**config.mk**
```make
export PLATFORM = sky130hd
export DESIGN_NAME = input_synchronizer_node1
export DESIGN_NICKNAME = d
export VERILOG_FILES = /design/src/rtl/node_pkg.sv /design/src/rtl/sync_fifo.sv /design/src/rtl/input_synchronizer_node1.sv
export SDC_FILE = /design/constraint.sdc
export NUM_CORES = 1
export LEC_CHECK = 0
export CORE_ASPECT_RATIO = 1.1
export CORE_MARGIN = 5
export CORE_UTILIZATION = 45
export DETAILED_ROUTE_END_ITERATION = 8
export GPL_TIMING_DRIVEN = 0
export PLACE_DENSITY = 0.8
export SLEW_MARGIN = 20
export SYNTH_ARGS = -nofsm -noshare
export SYNTH_HDL_FRONTEND = slang
export SYNTH_SLANG_ARGS = --single-unit
export TNS_END_PERCENT = 100
```
**constraint.sdc**
```tcl
create_clock -name clk -period 3.1 [get_ports clk]
set_clock_uncertainty 0.15 [all_clocks]
set_input_delay 0.93 -clock clk [delete_from_list [all_inputs] [get_ports clk]]
set_output_delay 0.93 -clock clk [all_outputs]
set_load 0.02 [all_outputs]
```
**src/rtl/node_pkg.sv**
```systemverilog
`default_nettype none
// ============================================================================
// Module      : node_pkg
// Description : Shared codes and helpers for the node-1 MCU<->FPGA word bus.
// Revision    : 1.0 - initial release
// ============================================================================
package node_pkg;

  localparam logic [3:0] CLS_SCHED = 4'h0;
  localparam logic [3:0] CLS_PREQ  = 4'h1;
  localparam logic [3:0] CLS_PRESP = 4'h2;

  localparam logic [2:0] OP_SET_READY = 3'b001;
  localparam logic [2:0] OP_SET_WAIT  = 3'b010;
  localparam logic [2:0] OP_CLR_ALL   = 3'b011;
  localparam logic [2:0] OP_RUN       = 3'b100;

  localparam int NUM_TASKS = 8;

  typedef enum logic [1:0] {
    ST_IDLE     = 2'd0,
    ST_CAPTURE  = 2'd1,
    ST_DISPATCH = 2'd2,
    ST_ACK      = 2'd3
  } rx_state_e;

  // Lowest-index ready task wins; 8'h00 when nothing is ready.
  function automatic logic [7:0] next_task_word(input logic [NUM_TASKS-1:0] ready);
    logic [7:0] w;
    w = 8'h00;
    for (int i = NUM_TASKS - 1; i >= 0; i--) begin
      if (ready[i]) w = {2'b00, 3'b100, 3'(i)};
    end
    return w;
  endfunction

endpackage
`default_nettype wire

```
**src/rtl/sync_fifo.sv**
```systemverilog
`default_nettype none
// ============================================================================
// Module      : sync_fifo
// Description : First-word-fall-through FIFO; push is refused while full.
// Revision    : 1.0 - initial release
// ============================================================================
module sync_fifo #(
  parameter int WIDTH = 16,
  parameter int DEPTH = 2
) (
  input  logic             clk,
  input  logic             rst,
  input  logic             push,
  input  logic [WIDTH-1:0] din,
  input  logic             pop,
  output logic [WIDTH-1:0] dout,
  output logic             full,
  output logic             empty
);

  localparam int         AW      = $clog2(DEPTH);
  localparam logic [AW:0] DEPTH_C = (AW + 1)'(DEPTH);

  logic [WIDTH-1:0] mem_q [DEPTH];
  logic [WIDTH-1:0] mem_d [DEPTH];
  logic [AW-1:0]    rd_ptr_q, rd_ptr_d;
  logic [AW-1:0]    wr_ptr_q, wr_ptr_d;
  logic [AW:0]      count_q, count_d;
  logic             do_push, do_pop;

  assign full  = (count_q == DEPTH_C);
  assign empty = (count_q == '0);
  assign dout  = empty ? '0 : mem_q[rd_ptr_q];

  // Fullness is judged on the registered count, so a same-cycle pop never frees a slot.
  assign do_push = push & ~full;
  assign do_pop  = pop & ~empty;

  always_comb begin
    mem_d    = mem_q;
    rd_ptr_d = rd_ptr_q;
    wr_ptr_d = wr_ptr_q;
    count_d  = count_q;
    if (do_push) begin
      mem_d[wr_ptr_q] = din;
      wr_ptr_d        = wr_ptr_q + 1'b1;
    end
    if (do_pop) rd_ptr_d = rd_ptr_q + 1'b1;
    case ({do_push, do_pop})
      2'b10:   count_d = count_q + 1'b1;
      2'b01:   count_d = count_q - 1'b1;
      default: count_d = count_q;
    endcase
  end

  always_ff @(posedge clk) begin
    if (rst) begin
      rd_ptr_q <= '0;
      wr_ptr_q <= '0;
      count_q  <= '0;
    end else begin
      rd_ptr_q <= rd_ptr_d;
      wr_ptr_q <= wr_ptr_d;
      count_q  <= count_d;
    end
  end

  always_ff @(posedge clk) begin
    mem_q <= mem_d;
  end

endmodule
`default_nettype wire

```
**src/rtl/input_synchronizer_node1.sv**
```systemverilog
`default_nettype none
// ============================================================================
// Module      : input_synchronizer_node1
// Description : Node-1 bus receiver: strobe sync, command FSM, task table, request FIFOs.
// Revision    : 1.0 - initial release
// ============================================================================
module input_synchronizer_node1
  import node_pkg::*;
#(
  parameter int SYNC_STAGES = 2,
  parameter int FIFO_DEPTH  = 2
) (
  input  logic        clk,
  input  logic        rst,
  input  logic [15:0] in_word,
  input  logic        in_strobe,
  output logic        in_ack,
  output logic [15:0] per0_data,
  output logic        per0_valid,
  input  logic        per0_ready,
  output logic [15:0] per1_data,
  output logic        per1_valid,
  input  logic        per1_ready,
  output logic [7:0]  task_ready,
  output logic [7:0]  next_task,
  output logic        err
);

  logic [SYNC_STAGES-1:0] sync_q, sync_d;
  logic [SYNC_STAGES-1:0] fill_q, fill_d;
  logic                   armed_q, armed_d;
  logic                   prev_q, prev_d;
  rx_state_e              state_q, state_d;
  logic [15:0]            word_q, word_d;
  logic                   ack_q, ack_d;
  logic [7:0]             task_ready_q, task_ready_d;
  logic [7:0]             next_task_q, next_task_d;
  logic                   err_q, err_d;
  logic [1:0]             push, full, empty;
  logic                   strobe_sync, strobe_rise;

  // fill_q marks when the chain holds real samples, so the reset-cleared zeros cannot arm the detector.
  always_comb begin
    sync_d      = {sync_q[SYNC_STAGES-2:0], in_strobe};
    fill_d      = {fill_q[SYNC_STAGES-2:0], 1'b1};
    strobe_sync = sync_q[SYNC_STAGES-1];
    armed_d     = armed_q | (fill_q[SYNC_STAGES-1] & ~strobe_sync);
    prev_d      = strobe_sync;
    strobe_rise = armed_q & strobe_sync & ~prev_q;
  end

  always_comb begin
    state_d      = state_q;
    word_d       = word_q;
    ack_d        = ack_q;
    task_ready_d = task_ready_q;
    err_d        = err_q;
    push         = 2'b00;
    case (state_q)
      ST_IDLE: begin
        if (strobe_rise) state_d = ST_CAPTURE;
      end
      ST_CAPTURE: begin
        word_d  = in_word;
        state_d = ST_DISPATCH;
      end
      ST_DISPATCH: begin
        case (word_q[11:8])
          CLS_SCHED: begin
            case (word_q[5:3])
              OP_SET_READY: task_ready_d[word_q[2:0]] = 1'b1;
              OP_SET_WAIT:  task_ready_d[word_q[2:0]] = 1'b0;
              OP_CLR_ALL:   task_ready_d = '0;
              default:      task_ready_d = task_ready_q;
            endcase
            state_d = ST_ACK;
          end
          CLS_PREQ: begin
            if (!full[word_q[12]]) begin
              push[word_q[12]] = 1'b1;
              state_d          = ST_ACK;
            end
          end
          CLS_PRESP: begin
            err_d   = 1'b1;
            state_d = ST_ACK;
          end
          default: begin
            err_d   = 1'b1;
            state_d = ST_ACK;
          end
        endcase
      end
      ST_ACK: begin
        ack_d   = ~ack_q;
        state_d = ST_IDLE;
      end
      default: state_d = ST_IDLE;
    endcase
    next_task_d = next_task_word(task_ready_q);
  end

  always_ff @(posedge clk) begin
    if (rst) begin
      sync_q       <= '0;
      fill_q       <= '0;
      armed_q      <= 1'b0;
      prev_q       <= 1'b0;
      state_q      <= ST_IDLE;
      word_q       <= '0;
      ack_q        <= 1'b0;
      task_ready_q <= '0;
      next_task_q  <= 8'h00;
      err_q        <= 1'b0;
    end else begin
      sync_q       <= sync_d;
      fill_q       <= fill_d;
      armed_q      <= armed_d;
      prev_q       <= prev_d;
      state_q      <= state_d;
      word_q       <= word_d;
      ack_q        <= ack_d;
      task_ready_q <= task_ready_d;
      next_task_q  <= next_task_d;
      err_q        <= err_d;
    end
  end

  sync_fifo #(.WIDTH(16), .DEPTH(FIFO_DEPTH)) u_fifo0 (
    .clk   (clk),
    .rst   (rst),
    .push  (push[0]),
    .din   (word_q),
    .pop   (per0_ready),
    .dout  (per0_data),
    .full  (full[0]),
    .empty (empty[0])
  );

  sync_fifo #(.WIDTH(16), .DEPTH(FIFO_DEPTH)) u_fifo1 (
    .clk   (clk),
    .rst   (rst),
    .push  (push[1]),
    .din   (word_q),
    .pop   (per1_ready),
    .dout  (per1_data),
    .full  (full[1]),
    .empty (empty[1])
  );

  assign per0_valid = ~empty[0];
  assign per1_valid = ~empty[1];
  assign in_ack     = ack_q;
  assign task_ready = task_ready_q;
  assign next_task  = next_task_q;
  assign err        = err_q;

endmodule
`default_nettype wire

```
# --- Word-level counts from Yosys, hierarchy flattened ---
# Cells that the tools add are included.
word_totals:
  register_bits: 114
  out_inout_bits: 52
op_classes:
  n_addsub: 8
  order_cmp: 10
  n_eq_ne: 15
  n_mux: 39
  n_bitwise: 23
  n_reduce_logical: 19
op_table:
  columns: ["operator", "count"]
  rows:
  - ["2-to-1 mux 16 bit", 10]
  - ["bitwise mux 32 bit", 2]
  - ["2-to-1 mux 6 bit", 8]
  - ["demux 16 bit (select 1 bit)", 2]
  - ["one-hot mux 8 bit (3 select lines)", 1]
  - ["equality test 2 bit, second input constant", 6]
  - ["2-to-1 mux 2 bit", 6]
  - ["bitwise AND 8 bit", 1]
  - [">= comparator 2 bit, second input constant", 4]
  - ["NOT 1 bit", 8]
  - ["NOT 1 -> 2 bit", 4]
  - ["NOT 8 bit", 1]
  - ["bitwise OR 8 bit", 1]
  - ["one-hot mux 2 bit (2 select lines)", 2]
  - ["one-hot mux 2 bit (4 select lines)", 1]
  - ["OR reduction 8 bit", 1]
  - ["bitwise AND 1 bit", 7]
  - ["equality test 2 x 1 -> 1 bit, second input constant", 3]
  - ["equality test 3 x 2 -> 1 bit, second input constant", 2]
  - ["logical NOT 2 bit", 3]
  - ["2-to-1 mux 1 bit", 5]
  - ["OR reduction 5 bit", 1]
  - ["adder 1 bit, second input constant", 4]
  - ["adder 2 x 1 -> 2 bit, second input constant", 2]
  - ["other kinds (21)", 29]

# --- Longest topological paths before layout ---
depth:
  depth_word: 10
  depth_mapped: 8

# --- Cells and area by module ---
# A second synthesis with hierarchy kept.
hier_totals:
  hier_cells: 356
  hier_area_um2: 4501.8
by_module_without_submodules:
  columns: ["module", "n_inst", "cells_each", "area_per_inst_um2"]
  rows:
  - ["sync_fifo", 2, 92, 1397.6]
  - ["input_synchronizer_node1", 1, 172, 1706.6]

# --- Least setup slack after synthesis ---
# Ideal clock, no wire load.
synth_path:
  path_kind: "register to register"
  from: "register state_q[0]"
  to: "register u_fifo0.mem_q[0] (netlist name) (enable)"
  setup_ps: 388
  arrival_time_ps: 1835
  setup_slack_ps: 726
  path_stages_with_launch: 6
  period_less_slack_ps: 2374
  path_cell_list: "dfxtp_1 -> inv_1 -> ha_1 -> nor4b_4 -> nand4b_1 -> nor2_1"
synth_between:
  elab_chain_cells: 3
synth_lines:
  columns: ["item", "line", "text"]
  rows:
  - ["from (decl)", "input_synchronizer_node1.sv:33", "rx_state_e state_q, state_d;"]
  - ["from (signal assigned)", "input_synchronizer_node1.sv:120", "state_q <= state_d;"]
  - ["equality test 2 bit", "input_synchronizer_node1.sv:59", "case (state_q)"]
  - ["2-to-1 mux 2 bit", "input_synchronizer_node1.sv:59", null]
  - ["bitwise AND 1 bit", "sync_fifo.sv:36", "assign do_push = push & ~full;"]
  - ["to (signal assigned)", "sync_fifo.sv:69", "mem_q <= mem_d;"]
  - ["to (decl)", "sync_fifo.sv:24", "logic [WIDTH-1:0] mem_q [DEPTH];"]
# Every way passes these cells.
# A chain may end at the register's enable or synchronous reset.

# --- Worst setup path after layout ---
layout_path:
  from: "register u_fifo1.rd_ptr_q"
  to: "output port per1_data[4]"
layout_between:
  elab_chain_cells: 5
layout_lines:
  columns: ["item", "line", "text"]
  rows:
  - ["from (decl)", "sync_fifo.sv:26", "logic [AW-1:0] rd_ptr_q, rd_ptr_d;"]
  - ["from (signal assigned)", "sync_fifo.sv:62", "rd_ptr_q <= rd_ptr_d;"]
  - ["NOT 1 -> 2 bit (not written as such)", "sync_fifo.sv:33", "assign dout = empty ? '0 : mem_q[rd_ptr_q];"]
  - ["2-to-1 mux 16 bit (not written as such) (3 in series)", "sync_fifo.sv:33", null]
  - ["2-to-1 mux 16 bit", "sync_fifo.sv:33", null]
  - ["to (decl)", "input_synchronizer_node1.sv:21", "output logic [15:0] per1_data,"]
# Every way passes these cells. The select of a mux whose other input is x is not followed.

==> impl_metrics.env <==
export IMPL_status="finished clean"
export IMPL_synth_cells=346
export IMPL_hold_slack_ns=0.2983
export IMPL_period_share=0.9687
export IMPL_p_per_area_nw_per_um2=512.1
export IMPL_combPwrFrac=0.107
export IMPL_mostFrequentLayoutCell="nor2_1"
export IMPL_hold_class="register to register"
export IMPL_totalWireLength_um=8895
export IMPL_wl_per_cell_um=16.20
export IMPL_tns_ns=0
export IMPL_final_cell_mix="72 x nor2_1, 64 x edfxtp_1, 61 x clkdlybuf4s50_1"
export IMPL_yosys_warnings=0
export IMPL_die_x_um=104.2
export IMPL_clk_pin_slew_ns=0.10
export IMPL_routabilityCongestion=0.7892
export IMPL_synthFlopType="edfxtp_1"
export IMPL_post_dp_hpwl_um=6124
export IMPL_synthDistinctLibCells=34
export IMPL_initial_core_util=0.4653
export IMPL_post_cts_buffers=0
export IMPL_port_buffers=67
export IMPL_drt_pass1_iter_count=4
export IMPL_nFillCells=785
export IMPL_dpl_cell_area_um2=5233
export IMPL_fmax_ghz=0.3330
export IMPL_p_sw_uw=727.3
export IMPL_fin_area_um2=5466
export IMPL_seq_area_um2=2844
export IMPL_cts_tree="done"
export IMPL_startpoint_type="register"
export IMPL_grt_pass1_wl_um=14190
export IMPL_p_leak_uw=0.001931
export IMPL_syn_to_final_growth_pct=24.40
export IMPL_ios=73
export IMPL_yosysSeqAreaShare=0.6469
export IMPL_vias_per_cell=5.058
export IMPL_drive_above_1_share=0.1157
export IMPL_power_switching_share=0.2598
export IMPL_finalHoldViolCount=0
export IMPL_crit_fanout=10
export IMPL_cts_htree_levels=3
export IMPL_die_area_um2=11840
export IMPL_async_reset_ff_frac=0
export IMPL_setup_viol=0
export IMPL_ys_seq_elements=110
export IMPL_ant_nets=0
export IMPL_sequentialPowerShare=0.609
export IMPL_endpoint_kind="output port"
export IMPL_fin_crit_ns=3.003
export IMPL_cts_buffers=9
export IMPL_grt_pass1_vias=2838
export IMPL_peakVddDrop_mv=0.2557
export IMPL_grt_max_degree=20
export IMPL_core_um2=9444
export IMPL_die_y_um=113.6
export IMPL_pwr_share_clk=0.283
export IMPL_cap_violations=0
export IMPL_antenna_cells=0
export IMPL_root_buffer="clkbuf_8"
export IMPL_worstPathArrival_ns=1.92
export IMPL_tightest_slew_ns=0.9188
export IMPL_grt_total_usage=0.1521
export IMPL_netlist_area_um2=4394
export IMPL_multi_input_area_um2=1428
export IMPL_crit_type="register to output port"
export IMPL_finalNetCount=454
export IMPL_power_internal_uw=2072
export IMPL_num_vias=2777
export IMPL_cts_num_sinks=110
export IMPL_max_slew_margin=0.3868
export IMPL_num_rows=37
export IMPL_crit_required_ns=2.02
export IMPL_antenna_found_initial=0
export IMPL_drc=0
export IMPL_drt_initial_drc_count=112
export IMPL_clock_latency_ns=0.36
export IMPL_synth_edf_count=64
export IMPL_cts_path_max_buffers=2
export IMPL_syn_avg_cell_area_um2=12.70
export IMPL_gr_total_overflow=0
export IMPL_final_util=0.5788
export IMPL_slew_violations=0
worst paths after layout:
path,start,end,slack [ns],cells past startpoint
setup / recovery,u_fifo1.rd_ptr_q$_SDFFE_PP0P_,per1_data[4],0.1,5
hold / removal,sync_q[0]$_SDFF_PP0_,sync_q[1]$_SDFF_PP0_,0.30,1
hold reg to reg,sync_q[0]$_SDFF_PP0_,sync_q[1]$_SDFF_PP0_,0.30,1
setup reg to reg,state_q[0]$_SDFFE_PP0P_,u_fifo1.mem_q[14]$_DFFE_PP_,0.37,5
Yosys cell counts, types with 4 or more instances:
library cell	count	share of area
nor2_1	78	0.067
edfxtp_1	64	0.44
mux2i_1	50	0.11
dfxtp_1	46	0.21
a21oi_1	18	0.021
inv_1	10	0.0085
nor2b_1	9	0.013
nor3_2	8	0.018
xnor2_1	7	0.014
buf_2	6	0.0068
ha_1	6	0.017
a31oi_1	5	0.0071
buf_4	4	0.0068
clkbuf_1	4	0.0034
power groups by stage:
stage / Clock [uW] / Combinational [uW] / Sequential, uW
final: 793 / 301 / 1710
after global routing: 868 / 327 / 1720
after CTS: 801 / 301 / 1700
after detailed placement: 0 / 300 / 1740
after global placement: 0 / 285 / 1730
after floorplan: 0 / 221 / 1710
critical path, stage by stage, from the launching register on:
cell             delay, ns
dfxtp_1               0.33
buf_4                 0.19
buf_6                 0.20
mux2i_1               0.24
nor2_1                0.07
clkdlybuf4s50_1       0.54
registers in the layout, indices dropped and copies added (netlist names), 2 cells and up:
name and cells:
u_fifo0.count_q 2, sync_q 2, next_task 4, fill_q 2
u_fifo1.count_q 2, u_fifo1.mem_q 32, state_q 2, u_fifo0.mem_q 32
word_q 16, task_ready 8
metal layers:
layer / routed length, um / part of all wire / track usage / up-vias
met5: 0 / 0 / 0 / -
met4: 88 / 0.0099 / 0.04836 / 0
met3: 353 / 0.040 / 0.03509 / 8
met2: 4512 / 0.51 / 0.2666 / 69
met1: 3941 / 0.44 / 0.1866 / 1334
li1: - / - / - / 1366
kinds of logic (layout without fill, tap and decap cells):
group / count (synthesis) / count (layout) / share of synthesized area
AOI/OAI and AO/OA: 30 / 30 / 0.03901
xor gates and xnor gates: 9 / 9 / 0.01794
other: 1 / 4 / 0.0008534
buffers and inverters: 28 / 111 / 0.03645
muxes: 50 / 50 / 0.1139
DFF: 110 / 110 / 0.6469
and+or+nand+nor: 112 / 112 / 0.1278
adders and majority gates: 6 / 6 / 0.01708
layout make-up:
type                            instances  area share
Buffer                                 18     0.02655
Timing Repair Buffer                   67      0.1254
Tap cell                              117     0.02678
Inverter                               10    0.006867
Sequential cell                       110      0.5203
Clock buffer                            9     0.02266
Multi-Input combinational cell        211      0.2612
Clock inverter                          7     0.01030
metrics by stage:
stage	power, uW	instances	setup WS (ns)
after floorplan	1930	349	0.7262
after global placement	2015	533	-0.04523
after detailed placement	2036	533	-0.04117
after CTS	2805	549	0.01042
after global routing	2911	549	-0.03128
final	2800	549	0.09713
repair_timing:
item,4_1_cts,5_1_grt
pin swaps,0,1
setup endpoints to repair,25,20
hold buffers,0,0
gates resized for setup,12,10
Note: power is estimated with default switching activity, not from simulation.
